File: src/rtl/vga_timing_pkg.sv
// Shared 640x480 timing defaults, lock-state encoding and counter helpers
// used by the VGA stream generator and its receive-side decoder.
package vga_timing_pkg;

  localparam int DEF_H_ACTIVE = 640;
  localparam int DEF_H_FRONT  = 16;
  localparam int DEF_H_SYNC   = 96;
  localparam int DEF_H_BACK   = 48;
  localparam int DEF_H_TOTAL  = DEF_H_ACTIVE + DEF_H_FRONT + DEF_H_SYNC + DEF_H_BACK;

  localparam int DEF_V_ACTIVE = 480;
  localparam int DEF_V_FRONT  = 10;
  localparam int DEF_V_SYNC   = 2;
  localparam int DEF_V_BACK   = 33;
  localparam int DEF_V_TOTAL  = DEF_V_ACTIVE + DEF_V_FRONT + DEF_V_SYNC + DEF_V_BACK;

  localparam logic DEF_SYNC_ACTIVE = 1'b0;

  localparam int CNT_W = 11;

  typedef enum logic [1:0] {
    UNLOCKED = 2'd0,
    ACQUIRE  = 2'd1,
    LOCKED   = 2'd2
  } lock_state_t;

  // Counters stick at all-ones so a dead sync input cannot wrap back into range.
  function automatic logic [CNT_W-1:0] sat_inc(input logic [CNT_W-1:0] v);
    return (&v) ? v : v + 1'b1;
  endfunction

endpackage

File: src/rtl/sync_edge_det.sv
// Two-flop sampler for one sync line, flagging the cycle where the sampled
// level first turns active.
module sync_edge_det
  import vga_timing_pkg::*;
#(
  parameter logic ACTIVE = DEF_SYNC_ACTIVE
) (
  input  logic clk,
  input  logic rst,
  input  logic d,
  output logic lead
);

  logic s1;
  logic s2;

  always_ff @(posedge clk or negedge rst) begin
    if (!rst) begin
      s1 <= ~ACTIVE;
      s2 <= ~ACTIVE;
    end else begin
      s1 <= d;
      s2 <= s1;
    end
  end

  assign lead = (s1 == ACTIVE) && (s2 != ACTIVE);

endmodule

File: src/rtl/vga_sync_decoder.sv
// Recovers pixel position, active video and frame starts from a sampled VGA
// stream and checks line/frame geometry, reporting lock and violations.
module vga_sync_decoder
  import vga_timing_pkg::*;
#(
  parameter int   H_ACTIVE    = DEF_H_ACTIVE,
  parameter int   H_FRONT     = DEF_H_FRONT,
  parameter int   H_SYNC      = DEF_H_SYNC,
  parameter int   H_BACK      = DEF_H_BACK,
  parameter int   V_ACTIVE    = DEF_V_ACTIVE,
  parameter int   V_FRONT     = DEF_V_FRONT,
  parameter int   V_SYNC      = DEF_V_SYNC,
  parameter int   V_BACK      = DEF_V_BACK,
  parameter logic SYNC_ACTIVE = DEF_SYNC_ACTIVE
) (
  input  logic        clk,
  input  logic        rst,
  input  logic        hsync,
  input  logic        vsync,
  input  logic [29:0] rgb_in,
  output logic [10:0] x,
  output logic [10:0] y,
  output logic        de,
  output logic [29:0] rgb_out,
  output logic        frame_start,
  output logic        locked,
  output logic        err,
  output logic [7:0]  err_cnt,
  output lock_state_t state
);

  localparam logic [CNT_W-1:0] H_FIRST = CNT_W'(H_SYNC + H_BACK);
  localparam logic [CNT_W-1:0] H_LAST  = CNT_W'(H_SYNC + H_BACK + H_ACTIVE - 1);
  localparam logic [CNT_W-1:0] H_END   = CNT_W'(H_ACTIVE + H_FRONT + H_SYNC + H_BACK - 1);
  localparam logic [CNT_W-1:0] V_FIRST = CNT_W'(V_SYNC + V_BACK);
  localparam logic [CNT_W-1:0] V_LAST  = CNT_W'(V_SYNC + V_BACK + V_ACTIVE - 1);
  localparam logic [CNT_W-1:0] V_END   = CNT_W'(V_ACTIVE + V_FRONT + V_SYNC + V_BACK - 1);
  localparam logic [CNT_W-1:0] CNT_MAX = '1;

  logic             h_lead;
  logic             v_lead;
  logic [29:0]      rgb_s1;
  logic [29:0]      rgb_s2;
  logic [CNT_W-1:0] hcnt;
  logic [CNT_W-1:0] vcnt;
  logic             vs_pend;
  logic             seen_h;
  logic             seen_v;
  logic             err_s2;
  lock_state_t      fsm_state;

  logic v_clear;
  logic line_err;
  logic frame_err;
  logic timeout;
  logic any_err;
  logic h_act;
  logic v_act;
  logic active;

  sync_edge_det #(.ACTIVE(SYNC_ACTIVE)) u_hs_det (
    .clk  (clk),
    .rst  (rst),
    .d    (hsync),
    .lead (h_lead)
  );

  sync_edge_det #(.ACTIVE(SYNC_ACTIVE)) u_vs_det (
    .clk  (clk),
    .rst  (rst),
    .d    (vsync),
    .lead (v_lead)
  );

  // A vsync edge arms the line counter clear; it fires on the next hsync edge,
  // or immediately when both edges land together.
  assign v_clear   = h_lead && (vs_pend || v_lead);
  assign line_err  = h_lead && seen_h && (hcnt != H_END);
  assign frame_err = v_clear && seen_v && (vcnt != V_END);
  assign timeout   = !h_lead && (hcnt == CNT_MAX - 1'b1);
  assign any_err   = line_err || frame_err || timeout;

  assign h_act  = (hcnt >= H_FIRST) && (hcnt <= H_LAST);
  assign v_act  = (vcnt >= V_FIRST) && (vcnt <= V_LAST);
  assign active = h_act && v_act;

  always_ff @(posedge clk or negedge rst) begin
    if (!rst) begin
      rgb_s1  <= '0;
      rgb_s2  <= '0;
      hcnt    <= '0;
      vcnt    <= '0;
      vs_pend <= 1'b0;
      seen_h  <= 1'b0;
      seen_v  <= 1'b0;
      err_s2  <= 1'b0;
    end else begin
      rgb_s1 <= rgb_in;
      rgb_s2 <= rgb_s1;
      hcnt   <= h_lead ? '0 : sat_inc(hcnt);
      if (v_clear) begin
        vcnt <= '0;
      end else if (h_lead) begin
        vcnt <= sat_inc(vcnt);
      end
      if (v_clear) begin
        vs_pend <= 1'b0;
      end else if (v_lead) begin
        vs_pend <= 1'b1;
      end
      seen_h <= seen_h | h_lead;
      seen_v <= seen_v | v_clear;
      err_s2 <= any_err;
    end
  end

  // An error in the same cycle as a frame boundary wins over advancing the lock.
  always_ff @(posedge clk or negedge rst) begin
    if (!rst) begin
      fsm_state <= UNLOCKED;
    end else begin
      case (fsm_state)
        UNLOCKED: if (!any_err && v_clear) fsm_state <= ACQUIRE;
        ACQUIRE: begin
          if (any_err) begin
            fsm_state <= UNLOCKED;
          end else if (v_clear) begin
            fsm_state <= LOCKED;
          end
        end
        LOCKED:   if (any_err) fsm_state <= UNLOCKED;
        default:  fsm_state <= UNLOCKED;
      endcase
    end
  end

  always_ff @(posedge clk or negedge rst) begin
    if (!rst) begin
      x           <= '0;
      y           <= '0;
      de          <= 1'b0;
      rgb_out     <= '0;
      frame_start <= 1'b0;
      locked      <= 1'b0;
      err         <= 1'b0;
      err_cnt     <= '0;
      state       <= UNLOCKED;
    end else begin
      de          <= active;
      x           <= active ? hcnt - H_FIRST : '0;
      y           <= v_act ? vcnt - V_FIRST : '0;
      rgb_out     <= active ? rgb_s2 : '0;
      frame_start <= active && (hcnt == H_FIRST) && (vcnt == V_FIRST) && (fsm_state == LOCKED);
      locked      <= (fsm_state == LOCKED);
      state       <= fsm_state;
      err         <= err_s2;
      if (err_s2 && (err_cnt != 8'hFF)) begin
        err_cnt <= err_cnt + 8'd1;
      end
    end
  end

endmodule

File: config.mk
export PLATFORM = sky130hd
export DESIGN_NAME = vga_sync_decoder
export DESIGN_NICKNAME = d
export VERILOG_FILES = /design/src/rtl/vga_timing_pkg.sv /design/src/rtl/sync_edge_det.sv /design/src/rtl/vga_sync_decoder.sv
export SDC_FILE = /design/constraint.sdc
export NUM_CORES = 1
export LEC_CHECK = 0
export BUFFER_PORTS_ARGS = -buffer_cell sky130_fd_sc_hd__clkbuf_2
export CAP_MARGIN = 40
export CORE_MARGIN = 1
export CORE_UTILIZATION = 58
export CTS_BUF_LIST = sky130_fd_sc_hd__clkbuf_8
export DETAILED_ROUTE_END_ITERATION = 10
export PLACE_DENSITY = 0.87
export SYNTH_ARGS = -nofsm -noshare
export SYNTH_HDL_FRONTEND = slang
export SYNTH_SLANG_ARGS = --single-unit
File: constraint.sdc
create_clock -name clk -period 2.7 [get_ports clk]
set_clock_uncertainty 0.2 [all_clocks]
set_input_delay 0.135 -clock clk [delete_from_list [all_inputs] [get_ports clk]]
set_output_delay 0.135 -clock clk [all_outputs]
set_load 0.05 [all_outputs]
==> qor.csv, run 1 <==
stage,metric,value,unit
outcome,status,"finished, final reports clean",
cts,cts_buffers,17,
floorplanning,die-area,10600,um2
logic_synthesis,seq_area_frac_synth,67.1,%
detailed_routing,routedWlPerCell,17.2,um
floorplanning,fp.dieW,103,um
placed_design,gp_congestion,0.943,
power,switching_share,30.7,%
sta,hold_violations,0,
placed_design,hpwl,8200,um
cts,cts_root_buffer,clkbuf_8,
global_routing,grt_max_degree,72,
cts,clk_latency,0.46,ns
critical_path,required,2.83,ns
placed_design,port_buffers,99,
cts,cts_num_sinks,158,
floorplanning,initial_utilization,60.1,%
placed_design,placed_area,6580,um2
global_routing,gr-usage-all-layers,27.4,%
power,powerDensity,703,nW/um2
logic_synthesis,syn_area,5900,um2
sta,tns,0,ns
sta,worst_pin_slew,0.657,ns
power,peakVddDrop,0.436,mV
logic_synthesis,synthDistinctLibCells,50,
worst_hold_path,hold_class,primary input to asynchronous set/reset pin,
finish,instances_no_fill,758,
global_routing,grt_pass1_vias,4182,
critical_path,start_kind,flop,
logic_synthesis,synth-edff-count,0,
detailed_routing,drtPass1Iterations,5,
global_routing,met1_usage,31.5,%
power,p_leak,3.59,nW
cts,htree_levels,4,
logic_synthesis,avgSynthCellArea,12.4,um2
power,total_power,0.00513,W
floorplanning,row_count,36,
sta,finalCritPeriodShare,91.8,%
logic_synthesis,synth_seq_cells,158,
floorplanning,core-area,9820,um2
critical_path,cp-end-kind,flop,
global_routing,use_met3,7.93,%
sta,min_period,2.48,ns
global_routing,grt_pass1_wl,20800,um
power,clkPwrFrac,32.7,%
cts,clk_pin_slew,0.08,ns
critical_path,cp_max_fo,48,
detailed_routing,routed_wl,13000,um
detailed_routing,vias_per_cell,5.42,
detailed_routing,num_vias,4106,
global_routing,gr-total-overflow,0,
flow_run,cap_violations,0,
finish,final_common_cell,dfrtp_1,
power,p_int,0.00355,W
cts,cts_buffer_depth,2,
logic_synthesis,synth_warnings,0,
critical_path,cp.arrival,2.60,ns
floorplanning,die_h,103,um
finish,fin_area,7290,um2
sta,rsz0062_at_grt,false,
sta,slew_headroom,55.6,%
sta,setup_viol,0,
cts,ctsResizeCount,0,
power,comb_power_share,14.7,%
global_routing,met2_usage,46.5,%
detailed_routing,drt_iter0_drc,369,
power,power_switching,0.00157,W
finish,mostFrequentLayoutCells,"dfrtp_1, clkbuf_2, inv_1, nor3_1, dlygate4sd3_1",
sta,slew_violations,0,
finish,fin_nets,656,
placed_design,dp_cells,692,
finish,drive_gt1_share,26.4,%
global_routing,grt_busiest_layer,met2,
cts,tritoncts,built,
power,seq_power_share,52.5,%
floorplanning,io_pins,100,
critical_path,critPathKind,flop to flop,
sta,fmax,404,MHz
finish,synthToLayoutAreaGrowth,23.5,%
logic_synthesis,ys.flop_type,dfrtp_1,
logic_synthesis,mappedNetlistNets,520,
logic_synthesis,synthCells,475,
detailed_routing,drcViolationCount,0,
detailed_routing,ant_nets,0,
global_routing,antenna_found_initial,1,
logic_synthesis,synthArstFlopShare,100,%
-- flip-flops by register name (all words and copies together), names as in the netlist, 2 cells and up --
signal	flops
state	2
rgb_s1	30
rgb_s2	30
x	11
fsm_state	2
err_cnt	8
vcnt	11
hcnt	11
y	11
rgb_out	30
-- power by group through the flow --
stage | combinational, W | sequential [W] | clock [W]
after floorplan | 0.000337 | 0.00286 | 0
after global placement | 0.000690 | 0.00272 | 0
after detailed placement | 0.000714 | 0.00273 | 0
after CTS | 0.000759 | 0.00269 | 0.00170
after global routing | 0.000825 | 0.00272 | 0.00182
final | 0.000755 | 0.00269 | 0.00168
-- metal layers --
| metal | wire, um | up-vias | share of wire (%) |
|---|---|---|---|
| li1 | - | 1870 | - |
| met1 | 4980 | 2019 | 38 |
| met2 | 6720 | 170 | 52 |
| met3 | 823 | 47 | 6.3 |
| met4 | 490 | 0 | 3.8 |
| met5 | 0 | - | 0 |
-- what timing repair did --
item	in CTS	in global routing
setup buffers	0	0
hold endpoints to repair	181	0
endpoints found under the setup margin	0	0
hold buffers	33	0
-- cell usage after synthesis (4+ instances only) --
library cell / number / area, um2
buf_6: 5 / 56.3
a21oi_1: 16 / 80.1
dfrtp_1: 154 / 3850
nand4_1: 7 / 43.8
and4_1: 4 / 35.0
inv_1: 44 / 165
xnor2_1: 16 / 140
o21ai_0: 6 / 30.0
o21ai_1: 4 / 20.0
ha_1: 11 / 138
nand3_1: 10 / 50.1
nor3_2: 11 / 110
nor3_1: 43 / 215
clkbuf_1: 16 / 60.1
dfstp_2: 4 / 105
xor2_1: 7 / 61.3
nand2b_1: 5 / 31.3
nor2b_1: 5 / 31.3
nand2_1: 17 / 63.8
a31oi_1: 4 / 25.0
buf_2: 6 / 30.0
nor2_1: 30 / 113
or3_1: 6 / 37.5
-- layout make-up --
cell class	count	area, um2
Fill cell	640	2530
Clock buffer	18	248
Inverter	44	165
Multi-Input combinational cell	245	1650
Tap cell	133	166
Timing Repair Buffer	145	967
Clock inverter	14	133
Antenna cell	1	2.50
Sequential cell	158	3960
-- critical path, stage by stage, from the launching register on --
cell       delay, ns
dfrtp_1         0.47
ha_1            0.30
or4_1           0.46
o21ai_1         0.28
o2bb2ai_4       0.21
buf_12          0.27
nor3_1          0.12
-- cell families (layout without fill, tap and decap cells) --
group | Yosys count | count (layout) | synth area share [%]
AO/OA/AOI/OAI | 52 | 52 | 6.34
XOR/XNOR | 23 | 23 | 3.41
adder cells (fa/ha/maj) | 11 | 11 | 2.33
buffers and inverters | 72 | 221 | 5.41
flip-flops | 158 | 158 | 67.1
multiplexers | 5 | 5 | 0.890
other | 0 | 1 | 0
AND/OR/NAND/NOR | 154 | 154 | 14.5
-- stage by stage --
step	hold slack [ns]	utilization, %	setup WS, ns
6_report	0.0371	74.2	0.222
5_1_grt	0.0915	74.2	0.153
4_1_cts	0.0533	74.2	0.273
3_5_place_dp	-0.0338	67.0	0.351
3_3_place_gp	-0.0417	67.0	0.391
2_1_floorplan	-0.361	-	0.577
-- path summary, 6_finish.rpt --
path | from | to | slack [ns] | depth (start not counted)
setup / recovery | vcnt[1]$_DFFE_PN0P_ | rgb_out[8]$_DFF_PN0_ | 0.22 | 6
hold / removal | rst | rgb_s1[5]$_DFF_PN0_ | 0.04 | 2
setup reg to reg | vcnt[1]$_DFFE_PN0P_ | rgb_out[8]$_DFF_PN0_ | 0.22 | 6
hold reg to reg | rgb_s1[1]$_DFF_PN0_ | rgb_s2[1]$_DFF_PN0_ | 0.15 | 0
max in group asynchronous | rst | u_hs_det.s2$_DFF_PN1_ | 1.46 | 3
min in group clk | hsync | u_hs_det.s1$_DFF_PN1_ | 0.11 | 2
Power figures use the tool's default switching activity.
==> run 2, diff against run 1 <==
--- a/config.mk
+++ b/config.mk
@@ -11,7 +11,7 @@
 export CORE_UTILIZATION = 58
 export CTS_BUF_LIST = sky130_fd_sc_hd__clkbuf_8
 export DETAILED_ROUTE_END_ITERATION = 10
-export PLACE_DENSITY = 0.87
+export PLACE_DENSITY = 0.78
 export SYNTH_ARGS = -nofsm -noshare
 export SYNTH_HDL_FRONTEND = slang
 export SYNTH_SLANG_ARGS = --single-unit
==> qor.csv, run 2 (synthesis results as in run 1) <==
stage,metric,value,unit,change
finish,diodes,0,,-1
detailed_routing,ant_nets,0,,unchanged
worst_hold_path,hold_class,primary input to asynchronous set/reset pin,,
placed_design,hpwl,7750,um,-5.4%
critical_path,critical_path.max_stage_delay,0.44,ns,-0.03 ns
critical_path,critPathSlowestCell,dfrtp_1,,
critical_path,startpoint,hcnt[0]$_DFFE_PN0P_,,
sta,min_period,2.41,ns,-0.0694 ns
cts,cts_buffer_depth,2,,unchanged
placed_design,post-place-ws,0.372,ns,+0.0216 ns
sta,hold_violations,0,,unchanged
finish,reg.largest.list,"rgb_out: 30 flops, rgb_s1: 30 flops, rgb_s2: 30 flops",,
detailed_routing,drtPass1Iterations,4,,-1
cts,clk_latency,0.44,ns,-0.02 ns
floorplanning,core-area,9820,um2,unchanged
critical_path,cp.arrival,2.54,ns,-0.06 ns
floorplanning,initial_utilization,60.1,%,unchanged
global_routing,grt_pass1_vias,4233,,+1.2%
critical_path,r2r_end,rgb_out[13]$_DFF_PN0_,,
finish,mostFrequentLayoutCells,"dfrtp_1, clkbuf_2, inv_1, nor3_1, dlygate4sd3_1",,
cts,tritoncts,built,,
global_routing,gr-total-overflow,0,,unchanged
critical_path,required,2.84,ns,about the same
power,total_power,0.00537,W,+4.7%
sta,setup_viol,0,,unchanged
global_routing,met1_usage,32.3,%,+0.82 points
sta,slew_headroom,43.7,%,-12 points
detailed_routing,vias_per_cell,5.46,,+0.83%
floorplanning,io_pins,100,,unchanged
global_routing,met2_usage,45.2,%,-1.3 points
global_routing,grt_max_degree,77,,+6.9%
global_routing,gr-usage-all-layers,27.1,%,-0.29 points
flow_run,cap_violations,0,,unchanged
sta,setup_slack,0.292,ns,+0.0694 ns
placed_design,gp_congestion,0.849,,-10%
critical_path,cp_max_fo,41,,-15%
cts,cts_root_buffer,clkbuf_8,,
floorplanning,row_count,36,,unchanged
detailed_routing,drcViolationCount,0,,unchanged
global_routing,antenna_found_initial,0,,-1
finish,synthToLayoutAreaGrowth,24.1,%,
detailed_routing,num_vias,4129,,+0.56%
sta,finalCritPeriodShare,89.2,%,-2.6 points
global_routing,grt_pass1_wl,20600,um,-0.99%
finish,fin_nets,655,,-0.15%
placed_design,port_buffers,99,,unchanged
outcome,status,"finished, final reports clean",,
critical_path,crit_end,rgb_out[13]$_DFF_PN0_,,
cts,htree_levels,4,,unchanged
critical_path,r2r-start,hcnt[0]$_DFFE_PN0P_,,
finish,drive_gt1_share,26.0,%,-0.44 points
sta,slew_violations,0,,unchanged
cts,cts_num_sinks,158,,unchanged
finish,final_common_cell,dfrtp_1,,
critical_path,ff2ff_setup_slack,0.29,ns,+0.07 ns
critical_path,path_cells,"inv_1, ha_1, or4bb_1, o211ai_1, o21ai_4, buf_4, nor3_1",,
power,peakVddDrop,0.492,mV,+13%
global_routing,grt_busiest_layer,met2,,
critical_path,cp-end-kind,flop,,
floorplanning,fp.dieW,103,um,unchanged
floorplanning,die_h,103,um,unchanged
detailed_routing,routed_wl,13200,um,+1.2%
global_routing,use_met3,7.73,%,-0.20 points
cts,clk_pin_slew,0.08,ns,about the same
critical_path,start_kind,flop,,
sta,tns,0,ns,unchanged
sta,rsz0062_at_grt,false,,
sta,worst_pin_slew,0.834,ns,+0.176 ns
cts,cts_buffers,17,,unchanged
power,p_leak,3.62,nW,+0.78%
floorplanning,die-area,10600,um2,unchanged
detailed_routing,drt_iter0_drc,299,,-19%
sta,fmax,415,MHz,+2.9%
detailed_routing,routedWlPerCell,17.4,um,+1.5%
cts,ctsResizeCount,0,,unchanged
critical_path,critPathKind,flop to flop,,
critical_path,reg2regPathDepth,7,,+1
power,powerDensity,733,nW/um2,+4.1%
## run 2: cell count changes in the layout (fill, tap and decap cells not counted)
cell / before / now
clkbuf_8: 18 / 20
inv_6: 5 / 2
clkinvlp_4: 3 / 1
diode_2: 1 / 0
inv_1: 45 / 47
buf_12: 3 / 2
inv_8: 2 / 0
bufinv_16: 1 / 4
## run 2: final cells by class
type / instances / area, um2
Multi-Input combinational cell: 245 / 1650
Inverter: 44 / 165
Fill cell: 620 / 2490
Timing Repair Buffer: 144 / 947
Tap cell: 133 / 166
Clock buffer: 20 / 275
Sequential cell: 158 / 3960
Clock inverter: 12 / 166
## run 2: per-stage QoR
step,area (um2),util (%),hold WS (ns),std cells
6_report,7330,74.6,0.0755,756
5_1_grt,7330,74.6,0.101,756
4_1_cts,7330,74.6,0.106,756
3_5_place_dp,6560,66.8,0.00858,691
3_3_place_gp,6560,66.8,0.00531,691
2_1_floorplan,5900,-,-0.361,475
## run 2: worst min-delay path by stage
| stage | to | slack (ns) | cells past startpoint |
|---|---|---|---|
| 3_3_place_gp | err_cnt[6]$_DFFE_PN0P_ | 0.005 | 1 |
| 4_1_cts | err_cnt[1]$_DFFE_PN0P_ | 0.11 | 2 |
| 5_1_grt | u_hs_det.s1$_DFF_PN1_ | 0.10 | 2 |
| 3_5_place_dp | err_cnt[5]$_DFFE_PN0P_ | 0.009 | 1 |
| 6_report | err_cnt[2]$_DFFE_PN0P_ | 0.08 | 2 |
| 2_1_floorplan | de$_DFF_PN0_ | -0.36 | 0 |
## run 2: routing by layer
layer | share of wire (%) | vias up | wire length, um
met5 | 0 | - | 0
met4 | 2.2 | 0 | 287
met3 | 6.5 | 28 | 852
met2 | 52 | 171 | 6850
met1 | 39 | 2070 | 5180
li1 | - | 1860 | -
## run 2: power breakdown
part	leakage [nW]	switching [W]	internal, W
logic	1.37	0.000494	0.000267
registers	2.02	0.000191	0.00252
clock network	0.233	0.000826	0.00107
## run 2: critical path, delay by kind of cell, from the launching register on
kind,cells,cell delay (ns)
DFF,1,0.44
adders and majority gates,1,0.15
buffers and inverters,2,0.42
AOI/OAI and AO/OA,2,0.37
and+or+nand+nor,2,0.70
## run 2: what timing repair did
item	4_1_cts	5_1_grt
setup buffers	0	0
hold buffers	33	0
endpoints found under the setup margin	0	0
endpoints found under the hold margin	105	0
